==> config.mk <==
export PLATFORM = sky130hd
export DESIGN_NAME = pcie_csr_responder
export DESIGN_NICKNAME = d
export VERILOG_FILES = /design/src/rtl/pcie_csr_pkg.sv /design/src/rtl/pcie_csr_responder.sv
export SDC_FILE = /design/constraint.sdc
export NUM_CORES = 1
export LEC_CHECK = 0
export CAP_MARGIN = 10
export CORE_ASPECT_RATIO = 2
export CORE_MARGIN = 3
export CORE_UTILIZATION = 52
export CTS_CLUSTER_SIZE = 20
export DETAILED_ROUTE_END_ITERATION = 16
export PLACE_DENSITY_LB_ADDON = 0.12
export SYNTH_ARGS = -nofsm -noshare
export SYNTH_HDL_FRONTEND = slang
export SYNTH_SLANG_ARGS = --single-unit
==> constraint.sdc <==
create_clock -name clk -period 5.84 [get_ports clk]
set_clock_uncertainty 0.2 [all_clocks]
set_input_delay 0.876 -clock clk [delete_from_list [all_inputs] [get_ports clk]]
set_output_delay 0.876 -clock clk [all_outputs]
set_load 0.05 [all_outputs]
==> src/rtl/pcie_csr_pkg.sv <==
// rtl/pcie_csr_pkg.sv - shared offsets, response codes, FSM states and STAT layout for the PCIe CSR target
package pcie_csr_pkg;

    localparam logic [11:0] OFF_DFH     = 12'h000;
    localparam logic [11:0] OFF_SCRATCH = 12'h008;
    localparam logic [11:0] OFF_STAT    = 12'h010;

    localparam logic [1:0] RESP_OKAY   = 2'b00;
    localparam logic [1:0] RESP_SLVERR = 2'b10;

    typedef enum logic [1:0] {
        IDLE   = 2'd0,
        WR_RSP = 2'd1,
        RD_RSP = 2'd2
    } state_t;

    // STAT register layout, MSB first
    typedef struct packed {
        logic [31:0] err_cnt;
        logic [17:0] rsvd_hi;
        logic [5:0]  ltssm;
        logic [6:0]  rsvd_lo;
        logic        link_up;
    } stat_t;

endpackage

==> src/rtl/pcie_csr_responder.sv <==
// rtl/pcie_csr_responder.sv - 64-bit AXI4-Lite CSR target serving DFH, SCRATCHPAD and STAT
module pcie_csr_responder
    import pcie_csr_pkg::*;
#(
    parameter int                 ADDR_W    = 20,
    parameter logic [ADDR_W-1:0]  BASE_ADDR = 20'h10000,
    parameter logic [63:0]        DFH_VALUE = 64'h3000_0000_1000_0020
) (
    input  logic              clk,
    input  logic              rst,
    input  logic              s_awvalid,
    output logic              s_awready,
    input  logic [ADDR_W-1:0] s_awaddr,
    input  logic              s_wvalid,
    output logic              s_wready,
    input  logic [63:0]       s_wdata,
    input  logic [7:0]        s_wstrb,
    output logic              s_bvalid,
    input  logic              s_bready,
    output logic [1:0]        s_bresp,
    input  logic              s_arvalid,
    output logic              s_arready,
    input  logic [ADDR_W-1:0] s_araddr,
    output logic              s_rvalid,
    input  logic              s_rready,
    output logic [63:0]       s_rdata,
    output logic [1:0]        s_rresp,
    input  logic              pcie_link_up,
    input  logic [5:0]        pcie_ltssm
);

    state_t      state;
    state_t      state_nxt;
    logic [63:0] scratch;
    logic [31:0] err_cnt;
    logic [63:0] rdata_q;
    logic [1:0]  resp_q;

    logic        wr_go;
    logic        rd_go;
    logic        wr_bad;
    logic        rd_bad;
    stat_t       stat_v;
    logic [63:0] rd_value;

    // An access is bad if it falls outside the 4 KB window or is not 8-byte aligned
    function automatic logic addr_bad(input logic [ADDR_W-1:0] a);
        return (a[ADDR_W-1:12] != BASE_ADDR[ADDR_W-1:12]) || (a[2:0] != 3'b000);
    endfunction

    assign wr_go  = (state == IDLE) && s_awvalid && s_wvalid;
    assign rd_go  = (state == IDLE) && s_arvalid && !(s_awvalid && s_wvalid);
    assign wr_bad = addr_bad(s_awaddr);
    assign rd_bad = addr_bad(s_araddr);

    // Read data mux; link status is sampled live so it reflects the accept cycle
    always_comb begin
        stat_v         = '0;
        stat_v.link_up = pcie_link_up;
        stat_v.ltssm   = pcie_ltssm;
        stat_v.err_cnt = err_cnt;
        rd_value       = 64'h0;
        case (s_araddr[11:0])
            OFF_DFH:     rd_value = DFH_VALUE;
            OFF_SCRATCH: rd_value = scratch;
            OFF_STAT:    rd_value = stat_v;
            default:     rd_value = 64'h0;
        endcase
    end

    // State and register updates; all side effects happen on the accept edge
    always_ff @(posedge clk) begin
        if (rst) begin
            state   <= IDLE;
            scratch <= 64'h0;
            err_cnt <= 32'h0;
            rdata_q <= 64'h0;
            resp_q  <= RESP_OKAY;
        end else begin
            state <= state_nxt;
            if (wr_go) begin
                if (wr_bad) begin
                    resp_q <= RESP_SLVERR;
                    if (err_cnt != 32'hFFFF_FFFF) begin
                        err_cnt <= err_cnt + 32'd1;
                    end
                end else begin
                    resp_q <= RESP_OKAY;
                    if (s_awaddr[11:0] == OFF_SCRATCH) begin
                        for (int i = 0; i < 8; i++) begin
                            if (s_wstrb[i]) begin
                                scratch[i*8 +: 8] <= s_wdata[i*8 +: 8];
                            end
                        end
                    end
                end
            end else if (rd_go) begin
                if (rd_bad) begin
                    resp_q  <= RESP_SLVERR;
                    rdata_q <= 64'h0;
                    if (err_cnt != 32'hFFFF_FFFF) begin
                        err_cnt <= err_cnt + 32'd1;
                    end
                end else begin
                    resp_q  <= RESP_OKAY;
                    rdata_q <= rd_value;
                end
            end
        end
    end

    // Next state: accept from IDLE, return to IDLE on the response handshake
    always_comb begin
        state_nxt = state;
        case (state)
            IDLE: begin
                if (wr_go) begin
                    state_nxt = WR_RSP;
                end else if (rd_go) begin
                    state_nxt = RD_RSP;
                end
            end
            WR_RSP:  if (s_bready) state_nxt = IDLE;
            RD_RSP:  if (s_rready) state_nxt = IDLE;
            default: state_nxt = IDLE;
        endcase
    end

    // Handshake outputs; responses are gated by state so they are zero when idle
    always_comb begin
        s_awready = wr_go;
        s_wready  = wr_go;
        s_arready = rd_go;
        s_bvalid  = (state == WR_RSP);
        s_rvalid  = (state == RD_RSP);
        s_bresp   = (state == WR_RSP) ? resp_q : RESP_OKAY;
        s_rresp   = (state == RD_RSP) ? resp_q : RESP_OKAY;
        s_rdata   = rdata_q;
    end

endmodule

==> reports/summary.txt <==
Final setup viols - 0
Pin count of the biggest net entering global routing - 102
Reg2reg start - err_cnt[1]$_SDFFE_PP0P_
Critical path class - in -> out
Vert. Die Dim - 170 um
Fin crit share - 0.670
GP Congestion - 0.888
WL/cell - 18.6 um
IO Count - 199
EDFF count, synth - 0
Leading cell type in the layout, fill and taps excluded - clkdlybuf4s50_1
Fmax - 256 MHz
Post-synth ARST share - 0
DP HPWL - 14700 um
HP Start - s_rdata[46]$_SDFFE_PP0P_
GRT overflow - 0
Synth Flop Type - dfxtp_1
Final hold vios - 0
Die Area - 15000 sq um
Crit end category - output port
P_leak - 3.14 nW
Setup_tns - 0 ns
CTS Hold Bufs - 0
Worst hold path cell count - 2
Vias in the first global route - 6741
Overall power - 2.33 mW
Crit Reg-Reg Endpoint - err_cnt[5]$_SDFFE_PP0P_
Reg2Reg Depth - 6
Gr usage total - 0.273
Fin crit period - 3.91 ns
Routed wire length - 20000 um
Yosys warnings - 0
Normalized max-slew margin - 0.276
Drt first pass iters - 7
Hold Crit Class - reg -> reg
WHS Endpoint - s_rdata[46]$_SDFFE_PP0P_
Worst vdd ir - 0.000219 V
Area grow syn2layout - 36.2%
TritonCTS clock tree - built
Status - finished clean
Worst Path Max Fanout - 32
Pre-CTS setup slack - 1.92 ns
Layout Nets - 1040
Distinct cell type count after synthesis - 60
First-pass GRT wire length - 32300 um
Initial DRC Count - 436
Reg2Reg Setup Slack - 2.64 ns
Postcts setup bufs - 0
DRC viols - 0
Total number of vias - 6364
Post-CTS Resized - 0
Final slew viol count - 0
Share of cells above drive strength 1 - 0.104
Clk buf depth - 2
Mapped Area - 7030 sq um
Crit path setup slack, layout - 1.93 ns
Max-Cap Viols - 0
CTS Root Cell - clkbuf_16
Initial Util - 0.535
Pwr dens - 244 nW/um^2
RSZ-0062 raised after global routing - false
Port bufs - 196
Synth Register Bits - 163
Required @ worst endpoint - 4.76 ns
Startpoint Class - input port
Post-synthesis sequential area ratio - 0.464
Most frequent cells in the layout - clkdlybuf4s50_1 (195), dfxtp_1 (163), nor2_1 (102)
Detail Route Antenna Nets - 0
Cell count after synthesis - 734
Clk_lat worst skew - 0.42 ns
Die width - 88.2 um
Initial antenna violation count - 2
CTS buffer count - 17
Core Region - 13100 sq um
CTS clk-pin slew, worst paths - 0.07 ns
Site Rows - 59
Vias/cell - 5.89
CTS H-tree lvls - 4
Crit path DAT - 2.84 ns
Hold slack - 0.249 ns
CTS Sinks - 163
Post-Syn Area per Cell - 9.57 sq um
Slew @ Worst Pin - 1.08 ns
## sequential cells by signal, indices dropped and copies added (netlist names)
register	flops
s_rdata	64
scratch	64
err_cnt	32
state	2
resp_q	1
## worst max-delay path, stage by stage
cell             delay, ns
clkdlybuf4s50_1       0.48
nand2_1               0.10
nand3_2               0.09
buf_4                 0.42
inv_2                 0.12
clkdlybuf4s50_1       0.74
## report_power, final
group / total (mW) / internal, mW / switching [mW]
logic: 0.174 / 0.0913 / 0.0828
registers: 1.12 / 1.11 / 0.00544
clock network: 1.04 / 0.556 / 0.483
total: 2.33 / 1.76 / 0.572
## cells in the mapped netlist, types with 11 or more instances
cell	number	share of area
dfxtp_1	163	0.46
nor2_1	103	0.055
mux2i_1	64	0.091
nand2_1	54	0.029
a22oi_1	42	0.045
o21ai_1	41	0.029
a21oi_1	28	0.020
a22oi_2	21	0.037
clkbuf_1	21	0.011
o31ai_1	21	0.022
or4_1	21	0.022
nand3_1	16	0.011
inv_1	15	0.0080
buf_2	11	0.0078
## final cells by class
type / instances / area (sq um)
Multi-Input combinational cell: 509 / 3470
Clock inverter: 14 / 124
Inverter: 17 / 63.8
Timing Repair Buffer: 205 / 2030
Fill cell: 1012 / 3570
Sequential cell: 163 / 3260
Antenna cell: 2 / 5.00
Tap cell: 152 / 190
Clock buffer: 18 / 429
## cells by family after synthesis
| logic type | synth area share |
|---|---|
| AO/OA/AOI/OAI | 0.172 |
| adder cells (fa/ha/maj) | 0.00178 |
| buffers and inverters | 0.0436 |
| flip-flops | 0.464 |
| multiplexers | 0.102 |
| other | 0.000534 |
| AND/OR/NAND/NOR | 0.216 |
## metrics by stage
step | utilization | cells | instance area (sq um)
CTS | 0.728 | 1078 | 9570
detailed placement | 0.686 | 1046 | 9010
global route | 0.728 | 1080 | 9570
global placement | 0.686 | 1046 | 9010
floorplan | - | 735 | 7030
finish | 0.728 | 1080 | 9570
## worst max path at each step
stage / from / to / slack, ns / depth (start not counted)
2_1_floorplan: state[0]$_SDFFE_PP0P_ / s_bresp[1] / 3.09 / 2
6_report: s_wvalid / s_arready / 1.93 / 6
3_5_place_dp: s_wvalid / s_arready / 1.92 / 6
5_1_grt: s_wvalid / s_arready / 1.85 / 6
4_1_cts: s_wvalid / s_arready / 1.92 / 6
3_3_place_gp: s_awvalid / s_arready / 1.97 / 6
## layer usage
metal / track usage / share of wire
met1: 0.271 / 0.34
met2: 0.501 / 0.56
met3: 0.0828 / 0.068
met5: 0 / 0
met4: 0.131 / 0.035
No activity file was read; power rests on OpenSTA's default activity.
